<file path="src/rtl/uart_tx_sched.sv">
// Arbitrates NUM_REQ byte requesters onto one UART TX datapath: capture, load, wait for frame, gap.
// Define UART_TX_SCHED_FIXED_PRIO_EN for fixed lowest-index priority instead of round-robin.
module uart_tx_sched #(
  parameter int NUM_REQ    = 4,
  parameter int GAP_CYCLES = 2,
  parameter int TIMEOUT    = 64
) (
  input  logic                   clk,
  input  logic                   rst,
  input  logic [NUM_REQ-1:0]     req,
  input  logic [8*NUM_REQ-1:0]   req_data,
  output logic [NUM_REQ-1:0]     ack,
  output logic [NUM_REQ-1:0]     grant,
  output logic                   uart_load,
  output logic [7:0]             uart_tx1,
  input  logic                   uart_busy,
  input  logic                   err_clr,
  output logic                   tx_error,
  output logic                   idle
);

  localparam int PTR_W = $clog2(NUM_REQ);
  localparam int TO_W  = $clog2(TIMEOUT);
  localparam int GAP_W = $clog2(GAP_CYCLES + 1);

  typedef enum logic [2:0] {
    IDLE,
    LOAD,
    WAIT_BUSY,
    WAIT_DONE,
    GAP
  } state_t;

  state_t             state, state_n;
  logic [PTR_W-1:0]   rr_ptr;
  logic [TO_W-1:0]    to_cnt, to_cnt_n;
  logic [GAP_W-1:0]   gap_cnt, gap_cnt_n;
  logic [NUM_REQ-1:0] ack_n, grant_n;
  logic               load_n, err_n, idle_n;
  logic [7:0]         tx1_n;

  logic               hi_found;
  logic [PTR_W-1:0]   hi_idx, lo_idx, win_idx;
  logic [7:0]         hi_byte, lo_byte, win_byte;
  logic [NUM_REQ-1:0] win_onehot;

`ifdef UART_TX_SCHED_FIXED_PRIO_EN
  assign rr_ptr = '0;
`else
  logic [PTR_W-1:0] ptr_n;
`endif

  // Winner search: lowest set bit at or above the pointer, else lowest set bit overall (wrap).
  always_comb begin
    hi_found = 1'b0;
    hi_idx   = '0;
    hi_byte  = '0;
    lo_idx   = '0;
    lo_byte  = '0;
    for (int i = NUM_REQ - 1; i >= 0; i--) begin
      if (req[i]) begin
        lo_idx  = PTR_W'(i);
        lo_byte = req_data[8*i +: 8];
        if (PTR_W'(i) >= rr_ptr) begin
          hi_found = 1'b1;
          hi_idx   = PTR_W'(i);
          hi_byte  = req_data[8*i +: 8];
        end
      end
    end
    win_idx    = hi_found ? hi_idx : lo_idx;
    win_byte   = hi_found ? hi_byte : lo_byte;
    win_onehot = NUM_REQ'(1) << win_idx;
  end

  always_comb begin
    state_n   = state;
    ack_n     = '0;
    load_n    = 1'b0;
    grant_n   = grant;
    tx1_n     = uart_tx1;
    to_cnt_n  = to_cnt;
    gap_cnt_n = gap_cnt;
    err_n     = err_clr ? 1'b0 : tx_error;
`ifndef UART_TX_SCHED_FIXED_PRIO_EN
    ptr_n     = rr_ptr;
`endif
    unique case (state)
      IDLE: begin
        if (|req && !uart_busy) begin
          state_n = LOAD;
          tx1_n   = win_byte;
          grant_n = win_onehot;
          ack_n   = win_onehot;
          load_n  = 1'b1;
`ifndef UART_TX_SCHED_FIXED_PRIO_EN
          ptr_n   = (win_idx == PTR_W'(NUM_REQ - 1)) ? '0 : win_idx + 1'b1;
`endif
        end
      end
      LOAD: begin
        state_n  = WAIT_BUSY;
        to_cnt_n = '0;
      end
      WAIT_BUSY: begin
        if (uart_busy) begin
          state_n = WAIT_DONE;
        end else if (to_cnt == TO_W'(TIMEOUT - 1)) begin
          // Lost frame: drop it without retry; a simultaneous err_clr loses to the set.
          err_n     = 1'b1;
          grant_n   = '0;
          state_n   = GAP;
          gap_cnt_n = '0;
        end else begin
          to_cnt_n = to_cnt + 1'b1;
        end
      end
      WAIT_DONE: begin
        if (!uart_busy) begin
          grant_n   = '0;
          state_n   = GAP;
          gap_cnt_n = '0;
        end
      end
      GAP: begin
        if (gap_cnt == GAP_W'(GAP_CYCLES - 1)) begin
          state_n = IDLE;
        end else begin
          gap_cnt_n = gap_cnt + 1'b1;
        end
      end
      default: state_n = IDLE;
    endcase
    idle_n = (state_n == IDLE);
  end

  always_ff @(posedge clk) begin
    if (!rst) begin
      state     <= IDLE;
      ack       <= '0;
      grant     <= '0;
      uart_load <= 1'b0;
      uart_tx1  <= 8'h00;
      tx_error  <= 1'b0;
      idle      <= 1'b1;
      to_cnt    <= '0;
      gap_cnt   <= '0;
`ifndef UART_TX_SCHED_FIXED_PRIO_EN
      rr_ptr    <= '0;
`endif
    end else begin
      state     <= state_n;
      ack       <= ack_n;
      grant     <= grant_n;
      uart_load <= load_n;
      uart_tx1  <= tx1_n;
      tx_error  <= err_n;
      idle      <= idle_n;
      to_cnt    <= to_cnt_n;
      gap_cnt   <= gap_cnt_n;
`ifndef UART_TX_SCHED_FIXED_PRIO_EN
      rr_ptr    <= ptr_n;
`endif
    end
  end

endmodule

</file>
<file path="config.mk">
export PLATFORM = sky130hd
export DESIGN_NAME = uart_tx_sched
export DESIGN_NICKNAME = d
export VERILOG_FILES = /design/src/rtl/uart_tx_sched.sv
export SDC_FILE = /design/constraint.sdc
export NUM_CORES = 1
export LEC_CHECK = 0
export BUFFER_PORTS_ARGS = -buffer_cell sky130_fd_sc_hd__buf_4
export CAP_MARGIN = 20
export CORE_MARGIN = 2
export CORE_UTILIZATION = 35
export CTS_BUF_LIST = sky130_fd_sc_hd__clkbuf_4 sky130_fd_sc_hd__clkbuf_8
export CTS_CLUSTER_DIAMETER = 30
export DETAILED_ROUTE_END_ITERATION = 6
export PLACE_DENSITY = 0.62
export SLEW_MARGIN = 20
export SYNTH_ARGS = -nofsm -noshare
export SYNTH_HDL_FRONTEND = slang
export SYNTH_SLANG_ARGS = --single-unit
</file>
<file path="constraint.sdc">
create_clock -name clk -period 4 [get_ports clk]
set_clock_uncertainty 0.1 [all_clocks]
set_input_delay 0.4 -clock clk [delete_from_list [all_inputs] [get_ports clk]]
set_output_delay 0.4 -clock clk [all_outputs]
set_load 0.03 [all_outputs]
</file>
==> flow_metrics.env <==
export IMPL_worst_skew_pair_late_latency_ns=0.29
export IMPL_hp_start="uart_busy"
export IMPL_critPathLaunchType="flop"
export IMPL_grt_max_degree=28
export IMPL_hold_viol_final=0
export IMPL_syn_inst=260
export IMPL_pwr_density_cell_mw_per_mm2=348.0
export IMPL_routed_wl_met3_um=426
export IMPL_grt_usage=0.1846
export IMPL_syn2layout_area_growth_pct=26.28
export IMPL_r2r_start="rr_ptr[1]"
export IMPL_synth_flop_cell="dfxtp_1"
export IMPL_whs_endpoint="state[0]"
export IMPL_switching_share=0.3294
export IMPL_rr_endpoint="grant[3]"
export IMPL_yosysWarningCount=0
export IMPL_grt_pass1_vias=2038
export IMPL_post_place_cells=376
export IMPL_routed_top_layer="met4"
export IMPL_netlist_area_leader_share=0.3114
export IMPL_power_switching_mw=0.2978
export IMPL_ff2ff_path_depth=7
export IMPL_status="finished clean"
export IMPL_slowest_stage="dfxtp_1"
export IMPL_rsz0062_at_grt="false"
export IMPL_synth_commonest_cells="43 x nand2_1, 32 x dfxtp_1, 19 x nor2_1, 16 x a21oi_1, 10 x and3_1"
export IMPL_max_freq_mhz=454.6
export IMPL_wl_met1_um=2450
export IMPL_pwr_share_clk=0.300
export IMPL_core_area_sq_mm=0.005608
export IMPL_combPwrFrac=0.297
export IMPL_gp_congestion=0.9051
export IMPL_peakVddDrop_uv=183.2
export IMPL_synth_edf_count=0
export IMPL_power_mw=0.9040
export IMPL_hold_slack_ns=0.2945
export IMPL_crit_type="reg -> reg"
export IMPL_drv_cap=0
export IMPL_crit_chain="inv_2 > o21ai_0 > a21oi_1 > o22a_1 > ha_1 > and3_1 > a31o_1"
export IMPL_min_delay_path_class="in -> reg"
export IMPL_die_w_um=80.66
export IMPL_seqPwrFrac=0.403
export IMPL_vias_per_cell=5.492
export IMPL_dp_hpwl_um=4189
export IMPL_clk_pin_slew_ns=0.06
export IMPL_worst_slew_pin_slew_ns=0.8244
export IMPL_mappedNetlistArea_sq_mm=0.002057
export IMPL_setup_viol=0
export IMPL_utilization=0.4632
export IMPL_final_cells=384
export IMPL_antenna_left=0
export IMPL_hold_buffers=0
export IMPL_crit_fanout=15
export IMPL_syn_num_nets=306
export IMPL_setup_slack_ns=1.800
export IMPL_fillCellCount=588
export IMPL_ys_seq_area_frac=0.3114
export IMPL_n_antenna_cell=0
export IMPL_h_tree_depth=2
export IMPL_start_util=0.3668
export IMPL_ys_types=55
export IMPL_antenna_found_initial=0
export IMPL_max_stage_delay_ns=0.66
export IMPL_cp_arrival_ns=2.28
export IMPL_drive_gt1_frac=0.2596
export IMPL_rows=27
export IMPL_die_area_sq_mm=0.006506
export IMPL_synth_area_top_cells="dfxtp_1 31%, nand2_1 7.8%, a21oi_1 3.9%"
export IMPL_dp_slack_ns=1.712
export IMPL_pin_count=59
export IMPL_cts_max_path_buffers=2
export IMPL_cts_root_buffer="clkbuf_8"
export IMPL_synth_seq_cells=32
export IMPL_finalCriticalPeriod_ns=2.200
export IMPL_crit_path_end_kind="flop"
export IMPL_fin_tns_setup_ns=0
export IMPL_fin_crit_sh=0.5499
export IMPL_slew_headroom=0.4483
export IMPL_vias=2109
export IMPL_fin_area_sq_mm=0.002597
export IMPL_drt_iter0_drc=211
export IMPL_maxSlewViolCount=0
export IMPL_drc=0
export IMPL_p_leak_nw=1.131
export IMPL_cts_tree="built"
export IMPL_cts_buffers=5
export IMPL_yosysMostFrequentCell="nand2_1"
export IMPL_ctsResizeCount=0
export IMPL_async_flop_share=0
export IMPL_worstHoldPathCells=3
export IMPL_routed_wl_met2_um=2714
export IMPL_post_drt_wl_per_cell_um=14.81
export IMPL_grt_overflow=0
export IMPL_first_pass_iters=4
export IMPL_p_int_mw=0.6062
export IMPL_postCtsSetupBuffers=0
export IMPL_yosys_area_top_type="dfxtp_1"
export IMPL_r2r_setup_slack_ns=1.80
export IMPL_clock_sinks=32
export IMPL_synth_avg_cell_area_sq_um=7.911
export IMPL_totalWireLength_um=5687
export IMPL_critPathRequiredTime_ns=4.08
export IMPL_die_h_um=80.66
export IMPL_port_buffers=58
export IMPL_grt_pass1_wl_um=9301
export IMPL_final_net_count=357
export IMPL_dpl_cell_area_sq_mm=0.002500
sequential cells by signal, summed over array words and instances (netlist names):
register   count
ack            4
tx_error       1
state          3
idle           1
gap_cnt        2
uart_tx1       8
rr_ptr         2
grant          4
uart_load      1
to_cnt         6
layout make-up:
cell class | instances | area, sq um | area share
multi-input combinational | 202 | 1289 | 0.4961
sequential | 32 | 640.6 | 0.2466
timing repair buffer | 58 | 435.4 | 0.1676
inverter | 12 | 45.04 | 0.01734
tap | 72 | 90.09 | 0.03468
clock buffer | 8 | 97.59 | 0.03757
per-layer routing:
metal / GRT usage / vias to the layer above
li1: - / 1070
met1: 0.2244 / 962
met2: 0.3017 / 68
met3: 0.05506 / 9
met4: 0.07797 / 0
met5: 0 / -
kinds of logic (layout without fill, tap and decap cells):
group                      Yosys count  count (layout)  share of synthesized area
DFF                                 32              32                     0.3114
AOI/OAI and AO/OA                   91              91                     0.3352
adders and majority gates            6               6                    0.03650
xor gates and xnor gates             3               3                    0.01278
muxes                                1               1                   0.004866
and+or+nand+nor                    101             101                     0.2372
buffers and inverters               26              78                    0.06204
worst max-delay path, delay by kind of cell, from the launching register on:
kind,cells,cell delay [ns]
compound gates,4,0.74
fa+ha+maj,1,0.20
buf+inv,1,0.22
flops,1,0.66
simple gates,1,0.17
cell usage in the layout (no fill, tap or decap), types with 2 or more instances in the layout:
master / n
buf_4: 58
nand2_1: 43
dfxtp_1: 32
nor2_1: 19
a21oi_1: 16
and3_1: 10
inv_1: 9
o21ai_0: 9
nand2b_1: 8
o211ai_1: 7
a221oi_1: 6
a311oi_1: 6
ha_1: 6
clkbuf_8: 6
o32ai_1: 5
o22ai_1: 4
nand3b_1: 4
o221ai_1: 4
a31o_1: 4
inv_2: 3
a31oi_1: 3
a32oi_1: 3
and2_1: 3
nand3_1: 3
o21a_1: 3
xor2_1: 3
nor2b_1: 2
a21boi_2: 2
o21ai_1: 2
a211oi_1: 2
or3_1: 2
nor3_1: 2
clkbuf_4: 2
power groups by stage:
stage	clock (mW)	sequential (mW)	combinational (mW)
2_1_floorplan	0	0.396	0.152
4_1_cts	0.278	0.364	0.268
5_1_grt	0.293	0.368	0.293
3_5_place_dp	0	0.371	0.267
3_3_place_gp	0	0.371	0.266
6_report	0.271	0.364	0.268
how the worst max path moves through the flow:
stage	slack [ns]	cells after the start	from	endpoint
global route	1.62	7	rr_ptr[1]	grant[3]
detailed placement	1.71	6	req[2]	uart_tx1[7]
CTS	1.81	7	rr_ptr[1]	grant[3]
floorplan	2.00	9	req[2]	grant[0]
global placement	1.79	6	req[2]	uart_tx1[7]
finish	1.80	7	rr_ptr[1]	grant[3]
No activity file was read; power rests on OpenSTA's default activity.
